`src/rtl/qpl_req_arbiter.sv`:
```
// Arbitrates REQS requesters onto the QPL manager alloc/dealloc streams and steers in-order
// replies back through a per-stream tag FIFO. Define QPL_ARB_FIXED_PRIO_EN for fixed priority.
module qpl_req_arbiter #(
  parameter int unsigned REQS  = 4,
  parameter int unsigned REQ_W = 18,
  parameter int unsigned REP_W = 15,
  parameter int unsigned OUTS  = 8
) (
  input  logic                         i_clk,
  input  logic                         i_rst,

  input  logic [REQS-1:0]              i_req_alloc_vld,
  input  logic [REQS-1:0][REQ_W-1:0]   i_req_alloc_data,
  output logic [REQS-1:0]              o_req_alloc_rdy,
  output logic                         o_mreq_alloc_vld,
  output logic [REQ_W-1:0]             o_mreq_alloc_data,
  input  logic                         i_mreq_alloc_rdy,
  input  logic                         i_mrep_alloc_vld,
  input  logic [REP_W-1:0]             i_mrep_alloc_data,
  output logic                         o_mrep_alloc_rdy,
  output logic [REQS-1:0]              o_rep_alloc_vld,
  output logic [REP_W-1:0]             o_rep_alloc_data,
  input  logic [REQS-1:0]              i_rep_alloc_rdy,
  output logic [$clog2(OUTS):0]        o_alloc_pend,

  input  logic [REQS-1:0]              i_req_dealloc_vld,
  input  logic [REQS-1:0][REP_W-1:0]   i_req_dealloc_data,
  output logic [REQS-1:0]              o_req_dealloc_rdy,
  output logic                         o_mreq_dealloc_vld,
  output logic [REP_W-1:0]             o_mreq_dealloc_data,
  input  logic                         i_mreq_dealloc_rdy,
  input  logic                         i_mrep_dealloc_vld,
  input  logic [REP_W-1:0]             i_mrep_dealloc_data,
  output logic                         o_mrep_dealloc_rdy,
  output logic [REQS-1:0]              o_rep_dealloc_vld,
  output logic [REP_W-1:0]             o_rep_dealloc_data,
  input  logic [REQS-1:0]              i_rep_dealloc_rdy,
  output logic [$clog2(OUTS):0]        o_dealloc_pend,

  output logic                         o_orphan
);

  localparam int unsigned ID_W   = $clog2(REQS);
  localparam int unsigned AW     = $clog2(OUTS);
  localparam int unsigned PEND_W = AW + 1;

  logic [1:0] orphan_set;
  logic       orphan_q;

  // Stream 0 is alloc, stream 1 is dealloc; only the payload width differs.
  for (genvar s = 0; s < 2; s++) begin : g_stream
    localparam int unsigned DW = (s == 0) ? REQ_W : REP_W;

    logic [REQS-1:0]         req_vld;
    logic [REQS-1:0][DW-1:0] req_data;
    logic [REQS-1:0]         req_rdy;
    logic                    mreq_rdy;
    logic                    mrep_vld;
    logic                    mrep_rdy;
    logic [REQS-1:0]         rep_vld;
    logic [REQS-1:0]         rep_rdy;

    logic                    mreq_vld_q;
    logic [DW-1:0]           mreq_data_q;

    logic [ID_W-1:0]         tag_mem [OUTS];
    logic [AW-1:0]           wr_ptr_q, rd_ptr_q;
    logic [PEND_W-1:0]       cnt_q, cnt_d;
    logic [ID_W-1:0]         head;
    logic                    full, empty;

    logic                    stage_free;
    logic                    found;
    logic [ID_W-1:0]         win;
    logic                    grant;
    logic                    push, pop;

    if (s == 0) begin : g_alloc
      assign req_vld           = i_req_alloc_vld;
      assign req_data          = i_req_alloc_data;
      assign o_req_alloc_rdy   = req_rdy;
      assign o_mreq_alloc_vld  = mreq_vld_q;
      assign o_mreq_alloc_data = mreq_data_q;
      assign mreq_rdy          = i_mreq_alloc_rdy;
      assign mrep_vld          = i_mrep_alloc_vld;
      assign o_mrep_alloc_rdy  = mrep_rdy;
      assign o_rep_alloc_vld   = rep_vld;
      assign o_rep_alloc_data  = i_mrep_alloc_data;
      assign rep_rdy           = i_rep_alloc_rdy;
      assign o_alloc_pend      = cnt_q;
    end else begin : g_dealloc
      assign req_vld             = i_req_dealloc_vld;
      assign req_data            = i_req_dealloc_data;
      assign o_req_dealloc_rdy   = req_rdy;
      assign o_mreq_dealloc_vld  = mreq_vld_q;
      assign o_mreq_dealloc_data = mreq_data_q;
      assign mreq_rdy            = i_mreq_dealloc_rdy;
      assign mrep_vld            = i_mrep_dealloc_vld;
      assign o_mrep_dealloc_rdy  = mrep_rdy;
      assign o_rep_dealloc_vld   = rep_vld;
      assign o_rep_dealloc_data  = i_mrep_dealloc_data;
      assign rep_rdy             = i_rep_dealloc_rdy;
      assign o_dealloc_pend      = cnt_q;
    end

    assign full       = (cnt_q == PEND_W'(OUTS));
    assign empty      = (cnt_q == '0);
    assign head       = tag_mem[rd_ptr_q];
    assign stage_free = !mreq_vld_q || mreq_rdy;

`ifndef QPL_ARB_FIXED_PRIO_EN
    logic [ID_W-1:0] ptr_q;

    always_ff @(posedge i_clk) begin
      if (i_rst) begin
        ptr_q <= '0;
      end else if (grant) begin
        ptr_q <= (win == ID_W'(REQS - 1)) ? '0 : win + 1'b1;
      end
    end
`endif

    // First valid requester scanning upward (with wrap) from the round-robin pointer.
    always_comb begin : p_arb
      logic [ID_W-1:0] idx;
      idx   = '0;
      found = 1'b0;
      win   = '0;
      for (int i = 0; i < int'(REQS); i++) begin
`ifdef QPL_ARB_FIXED_PRIO_EN
        idx = ID_W'(i);
`else
        idx = ID_W'((int'(ptr_q) + i) % int'(REQS));
`endif
        if (!found && req_vld[idx]) begin
          found = 1'b1;
          win   = idx;
        end
      end
    end

    assign grant   = stage_free && !full && found;
    assign req_rdy = grant ? (REQS'(1) << win) : '0;
    assign push    = grant;

    assign rep_vld  = (mrep_vld && !empty) ? (REQS'(1) << head) : '0;
    assign mrep_rdy = !empty && rep_rdy[head];
    assign pop      = mrep_vld && mrep_rdy;

    assign orphan_set[s] = mrep_vld && empty;

    always_comb begin
      cnt_d = cnt_q;
      unique case ({push, pop})
        2'b10:   cnt_d = cnt_q + 1'b1;
        2'b01:   cnt_d = cnt_q - 1'b1;
        default: cnt_d = cnt_q;
      endcase
    end

    always_ff @(posedge i_clk) begin
      if (i_rst) begin
        mreq_vld_q  <= 1'b0;
        mreq_data_q <= '0;
        wr_ptr_q    <= '0;
        rd_ptr_q    <= '0;
        cnt_q       <= '0;
      end else begin
        if (grant) begin
          mreq_vld_q  <= 1'b1;
          mreq_data_q <= req_data[win];
        end else if (stage_free) begin
          mreq_vld_q  <= 1'b0;
        end
        if (push) wr_ptr_q <= wr_ptr_q + 1'b1;
        if (pop)  rd_ptr_q <= rd_ptr_q + 1'b1;
        cnt_q <= cnt_d;
      end
    end

    // Tag storage needs no reset: entries are only read while the FIFO is non-empty.
    always_ff @(posedge i_clk) begin
      if (push) tag_mem[wr_ptr_q] <= win;
    end
  end

  always_ff @(posedge i_clk) begin
    if (i_rst) begin
      orphan_q <= 1'b0;
    end else if (|orphan_set) begin
      orphan_q <= 1'b1;
    end
  end

  assign o_orphan = orphan_q;

endmodule

```
`config.mk`:
```
export PLATFORM = sky130hd
export DESIGN_NAME = qpl_req_arbiter
export DESIGN_NICKNAME = d
export VERILOG_FILES = /design/src/rtl/qpl_req_arbiter.sv
export SDC_FILE = /design/constraint.sdc
export NUM_CORES = 1
export LEC_CHECK = 0
export ABC_AREA = 1
export CAP_MARGIN = 10
export CORE_MARGIN = 8
export CORE_UTILIZATION = 40
export CTS_CLUSTER_DIAMETER = 40
export DETAILED_ROUTE_END_ITERATION = 8
export PLACE_DENSITY_LB_ADDON = 0.12
export SYNTH_ARGS = -nofsm -noshare
export SYNTH_HDL_FRONTEND = slang
export SYNTH_SLANG_ARGS = --single-unit
```
`constraint.sdc`:
```
create_clock -name i_clk -period 7.2 [get_ports i_clk]
set_input_delay 1.44 -clock i_clk [delete_from_list [all_inputs] [get_ports i_clk]]
set_output_delay 1.44 -clock i_clk [all_outputs]
set_load 0.02 [all_outputs]
```
Word level (Yosys, flattened, before mapping)
Memories as Yosys holds them, arrays and structs flattened. A register that Yosys moved wholly into a read port is not among the register bits.
Cells that the tools add are included.
Word-level totals
  output and inout port bits: 92
  RAM bits: 32
  memories kept: 2
  input port bits: 184
  register bits: 60
  logic and storage cells: 154
Memory list
  g_stream[0].tag_mem: words 8, bits a word 2, rd ports 1, clocked after memory_dff 1, write ports 1, line 66  | logic [ID_W-1:0] tag_mem [OUTS];
  g_stream[1].tag_mem: words 8, bits a word 2, rd ports 1, clocked after memory_dff 1, write ports 1, line 66
Operators by class
  magnitude comparators: 12
  shift-type cells: 4
  muxes and demuxes: 60
  add/subtract/negate cells: 16
  reductions and logical operators: 39
  eq/ne operators: 8
Operators with widths (number)
  18-bit binary-select mux with 2-bit select: 1
  2-bit by 3-bit less-than comparator with 1-bit output (second input constant): 12
  15-bit binary-select mux with 2-bit select: 1
  1-bit two-way mux: 26
  1-bit binary-select mux with 2-bit select: 10
  2-bit two-way mux: 10
  1-bit logical AND: 18
  18-bit two-way mux: 1
  4-bit two-way mux: 4
  4-bit case mux with 2 select lines: 2
  1-bit by 2-bit << shifter with 4-bit output (first input constant): 4
  15-bit two-way mux: 1
  3-bit by 1-bit adder with 3-bit output (second input constant): 4
  1-bit zero test: 12
  3-bit two-way mux: 4
  2-bit by 1-bit adder with 2-bit output (second input constant): 4
  2-bit adder (second input constant): 4
  4-bit by 1-bit adder with 4-bit output (second input constant): 2
  2-bit equality test (second input constant): 4
  4-bit equality test (second input constant): 2
  4-bit zero test: 2
  2-bit nonzero test: 4
  4-bit by 1-bit subtractor with 4-bit output (second input constant): 2
  2-bit by 1-bit equality test with 1-bit output (second input constant): 2
  other kinds (2): 3

Longest topological paths before layout
  word-level depth: 15
  depth in mapped cells: 22
  mapped depth without buffers: 21

Worst setup path after synthesis
No wires, ideal clock.
  path type: input to output
  from: input i_req_dealloc_vld[3]
  to: output o_req_dealloc_rdy[3]
  data required time: 5760 ps
  stages: 13
  setup slack: 2774 ps
  path buffers: 1
  data arrival time: 2986 ps
  cells stage by stage: inv_1 nand2_1 nand3_1 nand2_1 nor2_2 nand3_1 nand2_1 nand2_2 buf_2 inv_1 ha_1 inv_1 nor2_1
On the way
  cells in the longest elaborated chain, start to end: 14
  elaborated cells between the ends (all ways): 25
  classes of those cells: shift (1); mux (17); reduce/logical (7)
RTL lines
  from (decl): line 26  | input logic [REQS-1:0] i_req_dealloc_vld,
  1-bit binary-select mux with 2-bit select: line 135  | if (!found && req_vld[idx]) begin
  1-bit two-way mux (not written as such): line 135
  1-bit two-way mux: line 135
  1-bit zero test: line 135
  1-bit logical AND: line 135
  1-bit two-way mux: line 135
  1-bit zero test: line 135
  1-bit logical AND: line 135
  1-bit two-way mux: line 135
  1-bit zero test: line 135
  1-bit logical AND: line 135
  2-bit two-way mux (*): line 135
  net g_stream[1].win[0]: line 74  | logic [ID_W-1:0] win;
  1-bit by 2-bit << shifter with 4-bit output (*): line 143  | assign req_rdy = grant ? (REQS'(1) << win) : '0;
  4-bit two-way mux (*): line 143
  to (decl): line 28  | output logic [REQS-1:0] o_req_dealloc_rdy,
The timed path passes the listed nets; every way through them passes the cells marked *. The select of a mux whose other input is x is not followed.

Final worst setup path
  from: input i_req_alloc_vld[1]
  to: output o_req_alloc_rdy[2]
On the way
  cells in the longest elaborated chain, start to end: 14
  elaborated cells between the ends (all ways): 25
  classes of those cells: shift (1); mux (17); reduce/logical (7)
RTL lines
  from (decl): line 12  | input logic [REQS-1:0] i_req_alloc_vld,
  1-bit binary-select mux with 2-bit select: line 135
  1-bit two-way mux (not written as such): line 135
  1-bit two-way mux: line 135
  1-bit zero test: line 135
  1-bit logical AND: line 135
  1-bit two-way mux: line 135
  1-bit zero test: line 135
  1-bit logical AND: line 135
  1-bit two-way mux: line 135
  1-bit zero test: line 135
  1-bit logical AND: line 135
  2-bit two-way mux / 1-bit two-way mux (equally long branches): line 135
  1-bit by 2-bit << shifter with 4-bit output / 1-bit logical AND (equally long branches): line 143, 142
  4-bit two-way mux (*): line 143
  to (decl): line 14  | output logic [REQS-1:0] o_req_alloc_rdy,
Mark *: on every way between the ends. The rest lies on a longest branch, timed or not. The select of a mux whose other input is x is not followed.

==> impl_metrics.toml <==
[synthesis]
synth.avg_cell_area_sq_um = 6.16
synth_cell_types = 30
yosys_register_bits = 98
synth_flop_cell = "dfxtp_1"
yosysSeqAreaShare_pct = 32.8
ys_warn_count = 0
syn_nets = 1329
netlist_area_sq_um = 6950
async_flop_share_pct = 0
synth_cells = 1127
synth-edff-count = 32

[routing]
drc_errors = 0
routed-via-count = 6977
ant_nets = 0
drt-initial-drc-count = 337
vias_per_cell = 4.59
drt_pre_antenna_iters = 5
post_drt_wl_per_cell_um = 13.4
wirelength_um = 20300

[timing]
fmax_mhz = 171
worstMarginPinSlew_ns = 0.856
hold_viol = 0
whs_ns = 0.491
fin_crit_sh_pct = 81.2
finalSetupViolCount = 0
setup-tns-final_ns = 0
maxSlewViolCount = 0
post-route-min-period_ns = 5.85
fin_worst_skew_ns = 0.0127
relSlewSlack_pct = 42.9
worst_slack_ns = 1.35
rsz0062_at_grt = "false"

[clock_network]
postCtsSetupRepairBufs = 0
clock_sinks = 98
holdBufCountCts = 0
clockBufferDepth = 2
cts_root_buf = "clkbuf_16"
clkLatencyLatePin_ns = 0.35
path_clk_slew_ns = 0.07
htree_levels = 3
cts_tree = "yes"
cts_buffers = 9
cts.repair.resized = 0

[power]
p_comb_share_pct = 65.4
clock_power_share_pct = 11.6
p_seq_share_pct = 23.0
p_sw_share_pct = 50.3
leakage_nw = 4.88
p_per_area_nw_per_um2 = 442
power.switching_mw = 2.06
vdd.ir_drop.worst_v = 0.000239
intPower_mw = 2.04

[worst_setup_path]
cp_num_buf_inv = 5
cp-end-kind = "output port"
crit_type = "primary input to output port"
reg2reg_to = "g_stream[1].tag_mem[6][1]$_DFFE_PP_"
crit_fanout = 39
r2r_cells = 9
cp_cell_sequence = "clkdlybuf4s50_1, inv_1, nand2_1, nand2_1, nand2_1, nand2_1, a21oi_1, nand2_2, nand2_2, buf_4, ha_1, inv_1, nor2_1, clkdlybuf4s50_1"
cp.depth = 14
slowest_delay_ns = 0.62
cp_common_cell = "nand2_1"
worstPathRequired_ns = 5.76
reg2reg_from = "g_stream[1].ptr_q[0]$_SDFFE_PP0P_"
startpoint_type = "primary input"
cp_slowest_cell = "clkdlybuf4s50_1"
startpoint = "i_req_alloc_vld[1]"
endpoint = "o_req_alloc_rdy[2]"
reg2reg_slack_ns = 4.06
arrival_ns = 4.41
critPathTopFamily = "buffers and inverters"

[floorplan]
start_util_pct = 40.6
io_pins = 276
fp.dieH_um = 148
die_w_um = 148
core_sq_um = 17100
num_rows = 48
dieArea_sq_um = 21800

[final_layout]
fin_util_pct = 54.2
seqCellArea_sq_um = 2280
nFillCells = 1804
final_nets = 1490
multi_input_area_sq_um = 3260
area_growth_pct = 33.5
layout-drive-gt1-share_pct = 3.25

[global_routing]
met3_usage_pct = 7.67
antenna_found_initial = 1
overflow = 0
grt_max_degree = 50
grt.met1_usage_pct = 21.8
grt_pass1_wl_um = 32600
grt.met2_usage_pct = 29.5
track_usage_pct = 18.4
grt_pass1_vias = 6589
grt.busiest_layer = "met2"

[placement]
port_buffers = 215
place.gp.congestion = 0.911
dpl_worst_slack_ns = 1.34
dp_hpwl_um = 15300

[outcome]
status = "finished, final reports clean"

[worst_hold_path]
hp-class = "flop to flop"

[flow_run]
maxCapViolations = 0
## Yosys cell counts (6+ instances only)
library cell / count / area share, %
ha_1: 18 / 3.2
clkbuf_1: 12 / 0.65
inv_1: 252 / 14
nand2_1: 264 / 14
nand4_1: 7 / 0.63
nand2_2: 6 / 0.54
o21ai_0: 15 / 1.1
buf_4: 33 / 3.6
a21oi_1: 23 / 1.7
dfxtp_1: 66 / 19
xor2_1: 6 / 0.76
buf_2: 23 / 1.7
nor3_1: 6 / 0.43
edfxtp_1: 32 / 14
nor2_1: 122 / 6.6
nand3_1: 213 / 15
## power groups by stage
stage	Sequential [mW]	Clock (mW)	Combinational, mW
after global routing	0.972	0.516	3.04
after floorplan	1.03	0	1.83
final	0.945	0.475	2.68
after detailed placement	0.956	0	2.70
after CTS	0.946	0.492	2.71
after global placement	0.952	0	2.69
## stage by stage
step           cell area [sq um]  cells  total power, mW
2_1_floorplan               6950   1127             2.86
3_3_place_gp                8980   1502             3.64
3_5_place_dp                8980   1502             3.66
4_1_cts                     9270   1518             4.15
5_1_grt                     9270   1519             4.53
6_report                    9270   1519             4.10
## cells in the final DEF, fill, tap and decap left out, types with 9 or more instances in the layout
master / instances
inv_1: 252
clkbuf_16: 9
nand3_1: 213
edfxtp_1: 32
ha_1: 18
nor2_1: 122
o21ai_0: 15
clkdlybuf4s50_1: 214
a21oi_1: 23
nand2_1: 264
dfxtp_1: 66
## how the worst min path moves through the flow
stage | slack (ns) | to | cells after the start | from
2_1_floorplan | 0.45 | g_stream[1].wr_ptr_q[2]$_SDFFE_PP0P_ | 1 | g_stream[1].wr_ptr_q[2]$_SDFFE_PP0P_
3_3_place_gp | 0.46 | o_orphan$_SDFFE_PP0P_ | 2 | o_orphan$_SDFFE_PP0P_
3_5_place_dp | 0.47 | o_orphan$_SDFFE_PP0P_ | 2 | o_orphan$_SDFFE_PP0P_
4_1_cts | 0.49 | o_orphan$_SDFFE_PP0P_ | 2 | o_orphan$_SDFFE_PP0P_
5_1_grt | 0.52 | g_stream[0].rd_ptr_q[2]$_SDFFE_PP0P_ | 2 | g_stream[0].rd_ptr_q[2]$_SDFFE_PP0P_
6_report | 0.49 | o_orphan$_SDFFE_PP0P_ | 2 | o_orphan$_SDFFE_PP0P_
## kinds of logic after synthesis
kind of cell	share of synthesized area, %
AO/OA/AOI/OAI	3.31
XOR/XNOR	1.01
adder cells (fa/ha/maj)	3.24
buffers and inverters	20.3
flip-flops	32.8
AND/OR/NAND/NOR	39.3
## routing by layer
| metal | wire length [um] | vias up |
|---|---|---|
| met4 | 435 | 0 |
| met2 | 9150 | 207 |
| met1 | 8770 | 3013 |
| met3 | 1920 | 21 |
| li1 | - | 3736 |
| met5 | 0 | - |
## worst min-delay path, stage by stage, from the launching register on
cell and delay (ns):
dfxtp_1 0.33, o21ai_0 0.09, inv_1 0.05
## registers in the layout, summed over array words and instances, names as in the netlist, named ones only
| signal | cells |
|---|---|
| o_mreq_alloc_data | 18 |
| o_mreq_alloc_vld | 1 |
| g_stream.wr_ptr_q | 6 |
| o_dealloc_pend | 4 |
| g_stream.tag_mem | 32 |
| o_mreq_dealloc_vld | 1 |
| o_orphan | 1 |
| g_stream.rd_ptr_q | 6 |
| o_mreq_dealloc_data | 15 |
| g_stream.ptr_q | 4 |
| o_alloc_pend | 4 |
## area by class of cell
class / instances / area share (%)
diodes: 1 / 0.0270
clock buffers: 9 / 2.43
clock inverters: 7 / 0.661
inverters: 257 / 10.4
multi-input cells: 700 / 35.1
flip-flops and latches: 98 / 24.6
well taps: 225 / 3.04
repair buffers: 222 / 23.7
Power figures use the tool's default switching activity.
